## src/rtl/ren_wb_cmd_master.sv

```systemverilog
// ren_wb_cmd_master: command FIFO feeding single Wishbone classic cycles, with
// bus timeout and a valid/ready response stream. Option: REN_WBM_RDCHK_EN.
module ren_wb_cmd_master #(
    parameter  int ADDR_WIDTH     = 32,
    parameter  int DATA_WIDTH     = 32,
    parameter  int FIFO_DEPTH     = 4,
    parameter  int TIMEOUT_CYCLES = 255,
    localparam int SEL_WIDTH      = DATA_WIDTH / 8,
    localparam int LVL_WIDTH      = $clog2(FIFO_DEPTH) + 1
) (
    input  logic                  wb_clk_i,
    input  logic                  wb_rst_ni,
    input  logic                  cmd_valid_i,
    output logic                  cmd_ready_o,
    input  logic                  cmd_we_i,
    input  logic [SEL_WIDTH-1:0]  cmd_sel_i,
    input  logic [ADDR_WIDTH-1:0] cmd_adr_i,
    input  logic [DATA_WIDTH-1:0] cmd_dat_i,
`ifdef REN_WBM_RDCHK_EN
    input  logic [DATA_WIDTH-1:0] cmd_exp_i,
    output logic                  rsp_mismatch_o,
`endif
    output logic                  rsp_valid_o,
    input  logic                  rsp_ready_i,
    output logic                  rsp_we_o,
    output logic [ADDR_WIDTH-1:0] rsp_adr_o,
    output logic [DATA_WIDTH-1:0] rsp_dat_o,
    output logic                  rsp_err_o,
    output logic                  wbm_cyc_o,
    output logic                  wbm_stb_o,
    output logic                  wbm_we_o,
    output logic [SEL_WIDTH-1:0]  wbm_sel_o,
    output logic [ADDR_WIDTH-1:0] wbm_adr_o,
    output logic [DATA_WIDTH-1:0] wbm_dat_o,
    input  logic                  wbm_ack_i,
    input  logic [DATA_WIDTH-1:0] wbm_dat_i,
    output logic                  busy_o,
    output logic [LVL_WIDTH-1:0]  fifo_level_o
);

    localparam int PTR_WIDTH = $clog2(FIFO_DEPTH);
    localparam int TMO_WIDTH = (TIMEOUT_CYCLES > 2) ? $clog2(TIMEOUT_CYCLES) : 1;
    localparam bit TMO_EN    = (TIMEOUT_CYCLES != 0);
    localparam logic [TMO_WIDTH-1:0] TMO_LAST =
        TMO_WIDTH'((TIMEOUT_CYCLES > 0) ? TIMEOUT_CYCLES - 1 : 0);

`ifdef REN_WBM_RDCHK_EN
    localparam int XW = DATA_WIDTH;
`else
    localparam int XW = 0;
`endif
    localparam int DAT_LSB = XW;
    localparam int ADR_LSB = DAT_LSB + DATA_WIDTH;
    localparam int SEL_LSB = ADR_LSB + ADDR_WIDTH;
    localparam int WE_BIT  = SEL_LSB + SEL_WIDTH;
    localparam int EW      = WE_BIT + 1;

    typedef enum logic [1:0] {
        S_IDLE,
        S_BUS,
        S_RSP
    } state_e;

    state_e                state_q, state_d;

    logic [EW-1:0]         mem_q [FIFO_DEPTH];
    logic [EW-1:0]         mem_d [FIFO_DEPTH];
    logic [PTR_WIDTH-1:0]  wr_ptr_q, wr_ptr_d;
    logic [PTR_WIDTH-1:0]  rd_ptr_q, rd_ptr_d;
    logic [LVL_WIDTH-1:0]  level_q, level_d;

    logic [TMO_WIDTH-1:0]  tmo_q, tmo_d;

    logic                  cyc_q, cyc_d;
    logic                  we_q, we_d;
    logic [SEL_WIDTH-1:0]  sel_q, sel_d;
    logic [ADDR_WIDTH-1:0] adr_q, adr_d;
    logic [DATA_WIDTH-1:0] dat_q, dat_d;

    logic                  rsp_valid_q, rsp_valid_d;
    logic                  rsp_we_q, rsp_we_d;
    logic [ADDR_WIDTH-1:0] rsp_adr_q, rsp_adr_d;
    logic [DATA_WIDTH-1:0] rsp_dat_q, rsp_dat_d;
    logic                  rsp_err_q, rsp_err_d;

`ifdef REN_WBM_RDCHK_EN
    logic [DATA_WIDTH-1:0] exp_q, exp_d;
    logic                  mism_q, mism_d;
    logic [DATA_WIDTH-1:0] rd_mask;
`endif

    logic [EW-1:0]         push_ent;
    logic [EW-1:0]         head;
    logic                  full;
    logic                  empty;
    logic                  push;
    logic                  pop;

`ifdef REN_WBM_RDCHK_EN
    assign push_ent = {cmd_we_i, cmd_sel_i, cmd_adr_i, cmd_dat_i, cmd_exp_i};
`else
    assign push_ent = {cmd_we_i, cmd_sel_i, cmd_adr_i, cmd_dat_i};
`endif

    assign head  = mem_q[rd_ptr_q];
    assign full  = (level_q == LVL_WIDTH'(FIFO_DEPTH));
    assign empty = (level_q == '0);
    assign push  = cmd_valid_i & ~full;

`ifdef REN_WBM_RDCHK_EN
    always_comb begin
        rd_mask = '0;
        for (int i = 0; i < SEL_WIDTH; i++) begin
            rd_mask[i*8 +: 8] = {8{sel_q[i]}};
        end
    end
`endif

    always_comb begin
        state_d     = state_q;
        mem_d       = mem_q;
        wr_ptr_d    = wr_ptr_q;
        rd_ptr_d    = rd_ptr_q;
        level_d     = level_q;
        tmo_d       = tmo_q;
        cyc_d       = cyc_q;
        we_d        = we_q;
        sel_d       = sel_q;
        adr_d       = adr_q;
        dat_d       = dat_q;
        rsp_valid_d = rsp_valid_q;
        rsp_we_d    = rsp_we_q;
        rsp_adr_d   = rsp_adr_q;
        rsp_dat_d   = rsp_dat_q;
        rsp_err_d   = rsp_err_q;
`ifdef REN_WBM_RDCHK_EN
        exp_d       = exp_q;
        mism_d      = mism_q;
`endif
        pop         = 1'b0;

        unique case (state_q)
            S_IDLE: begin
                we_d  = 1'b0;
                sel_d = '0;
                adr_d = '0;
                dat_d = '0;
                if (!empty) begin
                    pop     = 1'b1;
                    cyc_d   = 1'b1;
                    tmo_d   = '0;
                    we_d    = head[WE_BIT];
                    sel_d   = head[SEL_LSB +: SEL_WIDTH];
                    adr_d   = head[ADR_LSB +: ADDR_WIDTH];
                    dat_d   = head[DAT_LSB +: DATA_WIDTH];
`ifdef REN_WBM_RDCHK_EN
                    exp_d   = head[DATA_WIDTH-1:0];
`endif
                    state_d = S_BUS;
                end
            end
            S_BUS: begin
                // An ack on the last allowed cycle takes priority over timeout.
                if (wbm_ack_i) begin
                    rsp_valid_d = 1'b1;
                    rsp_we_d    = we_q;
                    rsp_adr_d   = adr_q;
                    rsp_dat_d   = we_q ? '0 : wbm_dat_i;
                    rsp_err_d   = 1'b0;
`ifdef REN_WBM_RDCHK_EN
                    mism_d      = ~we_q & (|((wbm_dat_i ^ exp_q) & rd_mask));
`endif
                end else if (TMO_EN && tmo_q == TMO_LAST) begin
                    rsp_valid_d = 1'b1;
                    rsp_we_d    = we_q;
                    rsp_adr_d   = adr_q;
                    rsp_dat_d   = '0;
                    rsp_err_d   = 1'b1;
`ifdef REN_WBM_RDCHK_EN
                    mism_d      = 1'b0;
`endif
                end else if (TMO_EN) begin
                    tmo_d = tmo_q + TMO_WIDTH'(1);
                end
                if (rsp_valid_d) begin
                    cyc_d   = 1'b0;
                    we_d    = 1'b0;
                    sel_d   = '0;
                    adr_d   = '0;
                    dat_d   = '0;
                    state_d = S_RSP;
                end
            end
            S_RSP: begin
                if (rsp_ready_i) begin
                    rsp_valid_d = 1'b0;
                    rsp_we_d    = 1'b0;
                    rsp_adr_d   = '0;
                    rsp_dat_d   = '0;
                    rsp_err_d   = 1'b0;
`ifdef REN_WBM_RDCHK_EN
                    mism_d      = 1'b0;
`endif
                    state_d     = S_IDLE;
                end
            end
            default: begin
                state_d = S_IDLE;
            end
        endcase

        if (push) begin
            mem_d[wr_ptr_q] = push_ent;
            wr_ptr_d        = wr_ptr_q + PTR_WIDTH'(1);
        end
        if (pop) begin
            rd_ptr_d = rd_ptr_q + PTR_WIDTH'(1);
        end
        level_d = level_q + LVL_WIDTH'(push) - LVL_WIDTH'(pop);
    end

    always_ff @(posedge wb_clk_i or negedge wb_rst_ni) begin
        if (!wb_rst_ni) begin
            state_q     <= S_IDLE;
            mem_q       <= '{default: '0};
            wr_ptr_q    <= '0;
            rd_ptr_q    <= '0;
            level_q     <= '0;
            tmo_q       <= '0;
            cyc_q       <= 1'b0;
            we_q        <= 1'b0;
            sel_q       <= '0;
            adr_q       <= '0;
            dat_q       <= '0;
            rsp_valid_q <= 1'b0;
            rsp_we_q    <= 1'b0;
            rsp_adr_q   <= '0;
            rsp_dat_q   <= '0;
            rsp_err_q   <= 1'b0;
`ifdef REN_WBM_RDCHK_EN
            exp_q       <= '0;
            mism_q      <= 1'b0;
`endif
        end else begin
            state_q     <= state_d;
            mem_q       <= mem_d;
            wr_ptr_q    <= wr_ptr_d;
            rd_ptr_q    <= rd_ptr_d;
            level_q     <= level_d;
            tmo_q       <= tmo_d;
            cyc_q       <= cyc_d;
            we_q        <= we_d;
            sel_q       <= sel_d;
            adr_q       <= adr_d;
            dat_q       <= dat_d;
            rsp_valid_q <= rsp_valid_d;
            rsp_we_q    <= rsp_we_d;
            rsp_adr_q   <= rsp_adr_d;
            rsp_dat_q   <= rsp_dat_d;
            rsp_err_q   <= rsp_err_d;
`ifdef REN_WBM_RDCHK_EN
            exp_q       <= exp_d;
            mism_q      <= mism_d;
`endif
        end
    end

    // Ready is held low while reset is asserted.
    assign cmd_ready_o  = wb_rst_ni & ~full;
    assign busy_o       = (state_q != S_IDLE) | ~empty;
    assign fifo_level_o = level_q;

    assign wbm_cyc_o    = cyc_q;
    assign wbm_stb_o    = cyc_q;
    assign wbm_we_o     = we_q;
    assign wbm_sel_o    = sel_q;
    assign wbm_adr_o    = adr_q;
    assign wbm_dat_o    = dat_q;

    assign rsp_valid_o  = rsp_valid_q;
    assign rsp_we_o     = rsp_we_q;
    assign rsp_adr_o    = rsp_adr_q;
    assign rsp_dat_o    = rsp_dat_q;
    assign rsp_err_o    = rsp_err_q;
`ifdef REN_WBM_RDCHK_EN
    assign rsp_mismatch_o = mism_q;
`endif

endmodule

```

## config.mk

```make
export PLATFORM = sky130hd
export DESIGN_NAME = ren_wb_cmd_master
export DESIGN_NICKNAME = d
export VERILOG_FILES = /design/src/rtl/ren_wb_cmd_master.sv
export SDC_FILE = /design/constraint.sdc
export NUM_CORES = 1
export LEC_CHECK = 0
export CORE_MARGIN = 3
export CORE_UTILIZATION = 45
export CTS_CLUSTER_DIAMETER = 150
export DETAILED_ROUTE_END_ITERATION = 10
export PLACE_DENSITY_LB_ADDON = 0.2
export SLEW_MARGIN = 20
export SYNTH_ARGS = -nofsm -noshare
export SYNTH_HDL_FRONTEND = slang
export SYNTH_SLANG_ARGS = --single-unit
```

## constraint.sdc

```tcl
create_clock -name wb_clk_i -period 3.6 [get_ports wb_clk_i]
set_clock_uncertainty 0.15 [all_clocks]
set_input_delay 0.72 -clock wb_clk_i [delete_from_list [all_inputs] [get_ports wb_clk_i]]
set_output_delay 0.72 -clock wb_clk_i [all_outputs]
set_load 0.1 [all_outputs]
```

Yosys cells after proc, flatten, opt, wreduce, memory -nomap -nowiden
Index checks and enable logic that the tools add are counted.
Cells by class
  add/subtract/negate cells: 5
  $mul: 0
  div/mod/pow operators: 0
  magnitude comparators: 3
  eq/ne operators: 10
  shift operators: 0
  mux-type cells: 48
  bitwise logic cells: 7
  reductions and logical operators: 12
Operators by type and width (count)
  2-to-1 mux 32 bit: 9
  bitwise mux 276 bit: 1
  one-hot mux 32 bit (2 select lines): 4
  2-to-1 mux 69 bit: 3
  binary-select mux 69 bit (select 2 bit): 1
  demux 69 bit (select 2 bit): 1
  2-to-1 mux 8 bit: 3
  one-hot mux 8 bit (2 select lines): 1
  2-to-1 mux 1 bit: 13
  != test 2 bit (second input constant): 5
  one-hot mux 1 bit (2 select lines): 5
  AND reduction 3 bit: 3
  adder 8 x 1 -> 8 bit (second input constant): 1
  == test 8 bit (second input constant): 1
  2-to-1 mux 4 bit: 2
  one-hot mux 4 bit (2 select lines): 1
  >= comparator 3 bit (second input constant): 2
  2-to-1 mux 2 bit: 3
  NOT 2 -> 3 bit: 2
  one-hot mux 2 bit (3 select lines): 1
  nonzero test 2 bit: 3
  adder 2 x 1 -> 2 bit (second input constant): 2
  AND reduction 2 bit: 2
  AND reduction 4 bit: 1
  other kinds (13): 15
Word-level totals
  register bits: 430
  latch bits: 0
  RAM bits: 0
  bits in read-only memories: 0
  input port bits: 106
  output and inout port bits: 143
  logic and storage cells: 104
  memories: 0

Longest topological paths before layout
Gate-level depths: netlist (run 1).
  word-level depth: 6
  mapped depth: 12
  depth with buffers taken out: 10

Worst setup path before layout (run 1)
No wires, ideal clock.
  path kind: register to output
  start: register level_q[1] (netlist: fifo_level_o[1])
  end: output port cmd_ready_o
  data arrival time: 3.456 ns
  required time: 2.730 ns
  path slack: -0.726 ns
  cell stages (with the launch flop): 3
  path buffers: 0
  cells stage by stage: dfrtp_1 > nor2_1 > a21boi_0
On the way
  cells in the longest elaborated chain, start to end: 3
RTL lines
  start, declared: RTL line 70  | logic [LVL_WIDTH-1:0] level_q, level_d;
  start signal, assigned: RTL line 249  | level_q <= level_d;
  == test 3 bit: RTL line 106  | assign full = (level_q == LVL_WIDTH'(FIFO_DEPTH));
  NOT 1 bit: RTL line 269  | assign cmd_ready_o = wb_rst_ni & ~full;
  bitwise AND 1 bit: RTL line 269
  end, declared: RTL line 14  | output logic cmd_ready_o,
No other way between the ends.

Worst setup path in the final report (run 1)
  start: register rsp_adr_q[21] (netlist: rsp_adr_o[21])
  end: output port rsp_adr_o[21]
RTL lines
  start, declared: RTL line 82  | logic [ADDR_WIDTH-1:0] rsp_adr_q, rsp_adr_d;
  start signal, assigned: RTL line 258  | rsp_adr_q <= rsp_adr_d;
  end, declared: RTL line 26  | output logic [ADDR_WIDTH-1:0] rsp_adr_o,
No word-level cell between the ends.

==> results.py, run 1 <==
metrics = {
    "sta": {
        "fmax_mhz": 341,
        "fin_crit_sh_pct": 81.5,
        "slew_viol_final": 0,
        "finalSetupViolations": 0,
        "final-hold-violation-count": 0,
        "final.setup.tns_ns": 0,
        "fin_crit_ns": 2.93,
        "rsz0062_at_grt": "false",
        "relSlewSlack_pct": 28.5,
        "worst_slew_pin_slew_ns": 1.07,
    },
    "floorplanning": {
        "row_count": 71,
        "die_y_um": 204,
        "core-area_sq_mm": 0.0381,
        "start_util_pct": 46.2,
        "io-pin-count": 249,
        "die_w_um": 204,
        "die-area_sq_mm": 0.0415,
    },
    "critical_path": {
        "critical_path.cell_chain": "clkdlybuf4s50_1",
        "critical_path_class": "reg -> out",
        "cp.required_ns": 2.73,
        "crit_arrival_ns": 2.06,
        "crit_family": "buffers and inverters",
        "reg2regPathDepth": 10,
        "start_kind": "flip-flop",
        "worstPathBufferInverterCount": 1,
        "cp_max_fo": 2,
        "cp_slowest_cell": "clkdlybuf4s50_1",
        "worst-path-stages": 1,
        "end_kind": "output port",
        "slowest_delay_ns": 1.14,
    },
    "job": {
        "cap_violations": 0,
    },
    "route": {
        "drc": 0,
        "drt-total-wl_mm": 39.4,
        "drt_iter0_drc": 493,
        "vias": 10200,
        "via_per_inst": 5.47,
        "routedWlPerCell_um": 21.1,
        "ant_nets": 0,
        "firstDrtPassIters": 4,
    },
    "final_layout": {
        "area_growth_pct": 25.2,
        "drive_gt1_share_pct": 39.8,
        "nets": 1429,
    },
    "clocking": {
        "clock_latency_ns": 0.56,
        "cts_tree": "done",
        "cts_made_buffers": 46,
        "cts_buffer_depth": 3,
        "post_cts_buffers": 0,
        "clk_pin_slew_ns": 0.06,
        "cts_root_buffer": "clkbuf_16",
        "cts_max_level": 2,
        "cts.sinks": 430,
    },
    "placed_design": {
        "dp_hpwl_mm": 23.9,
        "port_buffers": 248,
        "place.gp.congestion": 0.709,
    },
    "yosys": {
        "avgSynthCellArea_sq_um": 16.5,
        "ys_async_sr_fraction_pct": 100,
        "synth.most_common_cell": "dfrtp_1",
        "yosysSeqAreaShare_pct": 61.1,
        "synth_ff_type": "dfrtp_1",
        "synth.distinct_cells": 46,
        "yosysTopAreaCellShare_pct": 61.1,
        "synth_area_leaders": "dfrtp_1 61%, mux2_2 17%, mux4_2 8.8%, a22o_1 6.7%, buf_2 1.3%",
        "synth_cells": 1069,
        "yosysWarningCount": 0,
        "syn-num-nets": 1184,
        "netlist_area_sq_mm": 0.0176,
        "synth-edff-count": 0,
        "synth_common_cells": "430 x dfrtp_1, 269 x mux2_2, 134 x a22o_1",
        "synth_seq_cells": 430,
        "synth_area_leader_cell": "dfrtp_1",
    },
    "global_routing": {
        "antenna_found_initial": 2,
        "gr-total-overflow": 0,
        "grt_max_degree": 177,
        "grtUsageTotal_pct": 19.2,
        "grt_pass1_wl_mm": 63.2,
        "grt_pass1_vias": 11000,
    },
    "outcome": {
        "outcome": "completed",
    },
    "worst_hold_path": {
        "whs_path_depth": 1,
        "hold_class": "reg -> reg",
    },
}
final timing paths:
| path | from | endpoint | slack [ns] |
|---|---|---|---|
| max in group asynchronous | wb_rst_ni | rsp_dat_o[13] | 1.48 |
| worst max-delay path | rsp_adr_o[21] | rsp_adr_o[21] | 0.67 |
| worst min register to register | mem_q[174] | mem_q[174] | 0.34 |
| worst min-delay path | mem_q[174] | mem_q[174] | 0.34 |
| min in group asynchronous | wb_rst_ni | rsp_adr_o[29] | 0.46 |
| worst max register to register | fifo_level_o[1] | fifo_level_o[2] | 0.93 |
cell type report:
class                   instances  area (sq um)
diodes                          2          5.00
clock buffers                  74          1470
clock inverters                12           139
fillers                      2987         16100
inverters                       8          31.3
multi-input cells             556          6450
flip-flops and latches        430         10800
well taps                     511           639
repair buffers                272          2530
state kept, by name, summed over array words and instances, names as in the netlist, 3 cells and up:
register and cells:
rsp_adr_o 32, wbm_adr_o 32, tmo_q 8, wbm_dat_o 32, rsp_dat_o 32, mem_q 276, wbm_sel_o 4, fifo_level_o 3
timing repair:
item,4_1_cts,5_1_grt
hold buffers,1,0
resized for setup,0,0
hold endpoints to repair,25,0
layer usage:
layer | track usage, % | routed length (um)
met1 | 26.1 | 17700
met2 | 31.5 | 18900
met3 | 4.21 | 2100
met4 | 5.24 | 607
met5 | 0 | 13
cell families after synthesis:
logic type | synth area share (%)
AOI/OAI and AO/OA | 7.77
xor gates and xnor gates | 0.299
adders and majority gates | 0.683
buffers and inverters | 2.41
DFF | 61.1
muxes | 26.5
and+or+nand+nor | 1.14
placed cells by master (no fill, tap or decap), types with 2 or more instances in the layout:
cell type,instances
dfrtp_1,428
mux2_2,269
clkdlybuf4s50_1,162
a22o_1,134
buf_4,102
mux4_2,69
clkbuf_16,49
clkbuf_8,15
clkbuf_1,10
clkinv_2,9
ha_1,8
inv_1,7
nand2_1,7
mux2_1,7
o21ai_0,7
nor2_1,6
xnor2_1,6
buf_12,6
nand2b_1,4
nand2_4,4
o211ai_1,3
bufinv_16,3
diode_2,2
a21boi_4,2
nand3_1,2
o31ai_1,2
o21bai_4,2
or2_2,2
a21oi_1,2
a21o_1,2
dfrtp_4,2
per-stage QoR:
step	util [%]	cell area [sq um]	hold WS (ns)	setup WS, ns	cells
3_3_place_gp	53.6	20400	0.320	0.748	1776
2_1_floorplan	-	17600	0.274	0.00808	1069
6_report	57.8	22000	0.341	0.667	1865
3_5_place_dp	53.6	20400	0.331	0.710	1776
5_1_grt	57.8	22000	0.358	0.583	1864
4_1_cts	57.8	22000	0.344	0.619	1863
Power of run 1 is left out: the tool's default activity adds up to more than one toggle a clock period on the data nets, which glitch-free logic cannot reach.
==> run 2, diff against run 1 <==
clock period = 2.5 ns   (was 3.6 ns; I/O delays follow)
==> results.py, run 2 (synthesized netlist as in run 1, its figures left out) <==
metrics = {
    "floorplanning": {
        "start_util_pct": 46.2,
        "core-area_sq_mm": 0.0381,
        "row_count": 71,
        "die-area_sq_mm": 0.0415,
        "die_y_um": 204,
        "io-pin-count": 249,
        "die_w_um": 204,
    },
    "placed_design": {
        "dp_hpwl_mm": 25.4,
        "port_buffers": 248,
        "dp_cells": 1792,
        "place.gp.congestion": 0.756,
        "pre_cts_slack_ns": -0.0699,
    },
    "critical_path": {
        "reg2reg_slack_ns": 0.22,
        "reg2regPathDepth": 10,
        "critical_path.cell_chain": "dlygate4sd3_1, buf_8, a21boi_2, buf_12",
        "cp_max_fo": 4,
        "crit_arrival_ns": 1.66,
        "r2r-end": "fifo_level_o[2]",
        "r2r-start": "fifo_level_o[2]",
        "cp.required_ns": 1.85,
        "crit_path_start": "wb_rst_ni",
        "start_kind": "primary input",
        "end_kind": "output port",
        "critical_path_class": "in -> out",
        "slowest_delay_ns": 0.59,
        "cp_slowest_cell": "dlygate4sd3_1",
    },
    "job": {
        "cap_violations": 0,
    },
    "route": {
        "drt_iter0_drc": 570,
        "ant_nets": 0,
        "firstDrtPassIters": 4,
        "drt-met1-wl_mm": 18.1,
        "vias": 10400,
        "met2_length_mm": 19.3,
        "via_per_inst": 5.51,
        "drt-total-wl_mm": 40.4,
        "drc": 0,
        "top_layer": "met5",
        "met3_length_mm": 2.25,
        "routedWlPerCell_um": 21.5,
    },
    "global_routing": {
        "antenna_found_initial": 1,
        "grtUsageTotal_pct": 19.7,
        "gr-total-overflow": 0,
        "grt_pass1_vias": 11100,
        "grt_pass1_wl_mm": 64.6,
        "grt_max_degree": 186,
    },
    "sta": {
        "final-hold-violation-count": 0,
        "fin_crit_sh_pct": 92.5,
        "finalSetupViolations": 0,
        "worst_slew_pin_slew_ns": 1.02,
        "relSlewSlack_pct": 32.0,
        "setup_slack_ns": 0.188,
        "rsz0062_at_grt": "false",
        "slew_viol_final": 0,
        "fmax_mhz": 432,
        "fin_crit_ns": 2.31,
    },
    "final_layout": {
        "num-fill-cells": 2979,
        "final_cell_mix": "425 x dfrtp_1, 269 x mux2_2, 162 x buf_4",
        "stdcell_count": 1878,
        "largest_reg_flops": 276,
        "top_register": "mem_q",
        "nets": 1444,
        "area_growth_pct": 25.6,
        "final_common_cell": "dfrtp_1",
        "drive_gt1_share_pct": 45.2,
        "multi_input_area_sq_mm": 0.00650,
        "seqCellArea_sq_mm": 0.0108,
    },
    "clocking": {
        "cts_max_level": 2,
        "cts_root_buffer": "clkbuf_16",
        "clk_pin_slew_ns": 0.06,
        "clock_latency_ns": 0.56,
        "cts.sinks": 430,
        "cts_made_buffers": 45,
        "cts_buffer_depth": 3,
        "cts_tree": "done",
        "ctsResizeCount": 0,
    },
    "worst_hold_path": {
        "min_to": "mem_q[173]",
        "worst_hold_startpoint": "mem_q[173]",
        "hold_class": "reg -> reg",
        "whs_path_depth": 1,
    },
    "outcome": {
        "outcome": "completed",
    },
}
[run 2: changes by cell type in the layout (fill, tap and decap cells not counted), moves of 3 or more]
cell             previous run  this run
dfrtp_4                     2         5
buf_4                     102       162
dfrtp_1                   428       425
buf_12                      6        20
clkdlybuf4s50_1           162       104
clkbuf_1                   10        13
bufinv_16                   3         0
clkinv_2                    9         6
[run 2: layer usage]
metal | vias up | global-route usage [%]
met3 | 58 | 3.85
met1 | 5499 | 27.6
li1 | 4559 | -
met4 | 2 | 5.19
met2 | 239 | 31.9
met5 | - | 0
[run 2: final cells by class]
| type | instances | share of cell area (%) |
|---|---|---|
| timing repair buffer | 288 | 12.1 |
| antenna | 3 | 0.0340 |
| clock buffer | 75 | 6.47 |
| clock inverter | 7 | 0.175 |
| tap | 511 | 2.89 |
| sequential | 430 | 48.8 |
| multi-input combinational | 556 | 29.4 |
| inverter | 8 | 0.147 |
[run 2: repair_timing]
| item | 4_1_cts | 5_1_grt |
|---|---|---|
| setup buffers | 0 | 0 |
| hold endpoints to repair | 90 | 0 |
| hold buffers | 1 | 0 |
[run 2: how the worst max path moves through the flow]
stage          slack [ns]  depth (start not counted)              end
5_1_grt              0.11                          7     rsp_adr_o[2]
3_5_place_dp        -0.07                         10  fifo_level_o[2]
3_3_place_gp       -0.009                         10  fifo_level_o[2]
2_1_floorplan       -0.07                         12  fifo_level_o[2]
4_1_cts              0.15                          3      cmd_ready_o
6_report             0.19                          4      cmd_ready_o
[run 2: critical path: cells and delay by family]
kind / cells / cell delay [ns]
buffers and inverters: 3 / 0.94
AO/OA/AOI/OAI: 1 / 0.21
[run 2: metrics by stage]
step	setup TNS (ns)	hold WS (ns)	utilization [%]	area [sq um]
global route	0	0.353	58.0	22100
CTS	0	0.343	58.0	22100
finish	0	0.341	58.0	22100
detailed placement	-0.0699	0.330	54.1	20600
floorplan	-0.0701	0.0544	-	17700
global placement	-0.00869	0.320	54.1	20600
Power of run 2 is left out for the same reason.
==> run 3, diff against run 2 <==
PLACE_DENSITY = 0.68   (was not set)
PLACE_DENSITY_LB_ADDON = not set   (was 0.2)
TNS_END_PERCENT = 20   (was not set)
==> results.py, run 3 (synthesized netlist as in run 1, its figures left out) <==
metrics = {
    "clocking": {
        "cts_tree": "done",
        "cts_made_buffers": 46,
        "cts_buffer_depth": 3,
        "ctsResizeCount": 0,
        "cts_root_buffer": "clkbuf_16",
        "cts_max_level": 2,
        "cts.sinks": 430,
        "clock_latency_ns": 0.56,
        "clk_pin_slew_ns": 0.06,
    },
    "final_layout": {
        "drive_gt1_share_pct": 45.1,
        "num-fill-cells": 2963,
        "area_growth_pct": 26.2,
        "final_common_cell": "dfrtp_1",
        "final_cell_mix": "425 x dfrtp_1, 269 x mux2_2, 157 x buf_4",
        "design_area_sq_mm": 0.0222,
        "nets": 1443,
        "stdcell_count": 1874,
        "top_register": "mem_q",
        "largest_reg_flops": 276,
    },
    "route": {
        "routedWlPerCell_um": 21.3,
        "drt-total-wl_mm": 39.9,
        "drt_iter0_drc": 456,
        "firstDrtPassIters": 4,
        "via_per_inst": 5.50,
        "vias": 10300,
        "ant_nets": 0,
        "drc": 0,
    },
    "critical_path": {
        "cp.required_ns": 2.84,
        "end_kind": "flip-flop",
        "critical_path_class": "reg -> reg",
        "reg2regPathDepth": 6,
        "critical_path.cell_chain": "nor2_1, nand2b_1, inv_4, buf_4, buf_4, a22o_1",
        "path_common_cell": "buf_4",
        "r2r-start": "state_q[0]",
        "crit_family": "buffers and inverters",
        "start_kind": "flip-flop",
        "slowest_delay_ns": 0.52,
        "crit_path_start": "state_q[0]",
        "cp_max_fo": 42,
        "worstPathBufferInverterCount": 3,
        "crit_arrival_ns": 2.67,
        "worst-path-stages": 6,
        "cp_slowest_cell": "buf_4",
    },
    "global_routing": {
        "gr-total-overflow": 0,
        "grt_max_degree": 126,
        "antenna_found_initial": 4,
        "grtUsageTotal_pct": 19.4,
        "grt_pass1_vias": 10900,
        "grt_pass1_wl_mm": 63.6,
    },
    "sta": {
        "relSlewSlack_pct": 47.3,
        "final-hold-violation-count": 0,
        "rsz0062_at_grt": "false",
        "fin_crit_ns": 2.33,
        "finalSetupViolations": 0,
        "worst_slew_pin_slew_ns": 0.790,
        "fin_crit_sh_pct": 93.2,
        "slew_viol_final": 0,
        "fmax_mhz": 429,
    },
    "outcome": {
        "outcome": "completed",
    },
    "placed_design": {
        "place_area_sq_mm": 0.0206,
        "port_buffers": 248,
        "place.gp.congestion": 0.749,
        "dp_hpwl_mm": 25.5,
        "dp_cells": 1790,
    },
    "floorplanning": {
        "start_util_pct": 46.2,
        "die_y_um": 204,
        "die-area_sq_mm": 0.0415,
        "io-pin-count": 249,
        "row_count": 71,
        "core-area_sq_mm": 0.0381,
        "die_w_um": 204,
    },
    "worst_hold_path": {
        "hold_class": "reg -> reg",
        "whs_path_depth": 1,
        "worst_hold_startpoint": "mem_q[172]",
    },
    "job": {
        "cap_violations": 0,
    },
}
[run 3: per-layer routing]
layer  vias to the layer above  part of all wire (%)  routed length, um  track usage [%]
met3                        57                   7.0               2810             5.68
met2                       237                    47              18600             30.9
li1                       4577                     -                  -                -
met4                         6                   1.9                758             4.60
met5                         -                  0.11                 42                0
met1                      5425                    44              17700             26.7
[run 3: area by class of cell]
class | instances | area (sq um) | area share [%]
Timing Repair Buffer | 286 | 2710 | 12.2
Inverter | 8 | 32.5 | 0.146
Sequential cell | 430 | 10800 | 48.5
Multi-Input combinational cell | 556 | 6500 | 29.3
Antenna cell | 1 | 2.50 | 0.0113
Clock inverter | 12 | 189 | 0.851
Tap cell | 511 | 639 | 2.88
Clock buffer | 70 | 1360 | 6.14
[run 3: stage by stage]
step | worst slack (ns) | hold slack, ns | util [%] | TNS [ns]
after floorplan | -0.0701 | 0.0544 | - | -0.0701
after global placement | -0.0106 | 0.322 | 54.2 | -0.0106
after detailed placement | -0.0456 | 0.330 | 54.2 | -0.0456
after CTS | 0.136 | 0.343 | 58.3 | 0
after global routing | 0.0408 | 0.357 | 58.3 | 0
final | 0.171 | 0.336 | 58.3 | 0
[run 3: repair_timing]
action,4_1_cts,5_1_grt
endpoints found under the setup margin,0,0
hold buffers,1,0
setup buffers,0,0
endpoints found under the hold margin,208,0
[run 3: worst paths after layout]
| path | endpoint | slack, ns |
|---|---|---|
| setup / recovery | wbm_dat_o[27] | 0.17 |
| hold / removal | mem_q[172] | 0.34 |
| setup reg to reg | wbm_dat_o[27] | 0.17 |
| hold reg to reg | mem_q[172] | 0.34 |
| max in group asynchronous | fifo_level_o[1] | 0.95 |
| min in group asynchronous | mem_q[243] | 0.49 |
Power of run 3 is left out for the same reason.
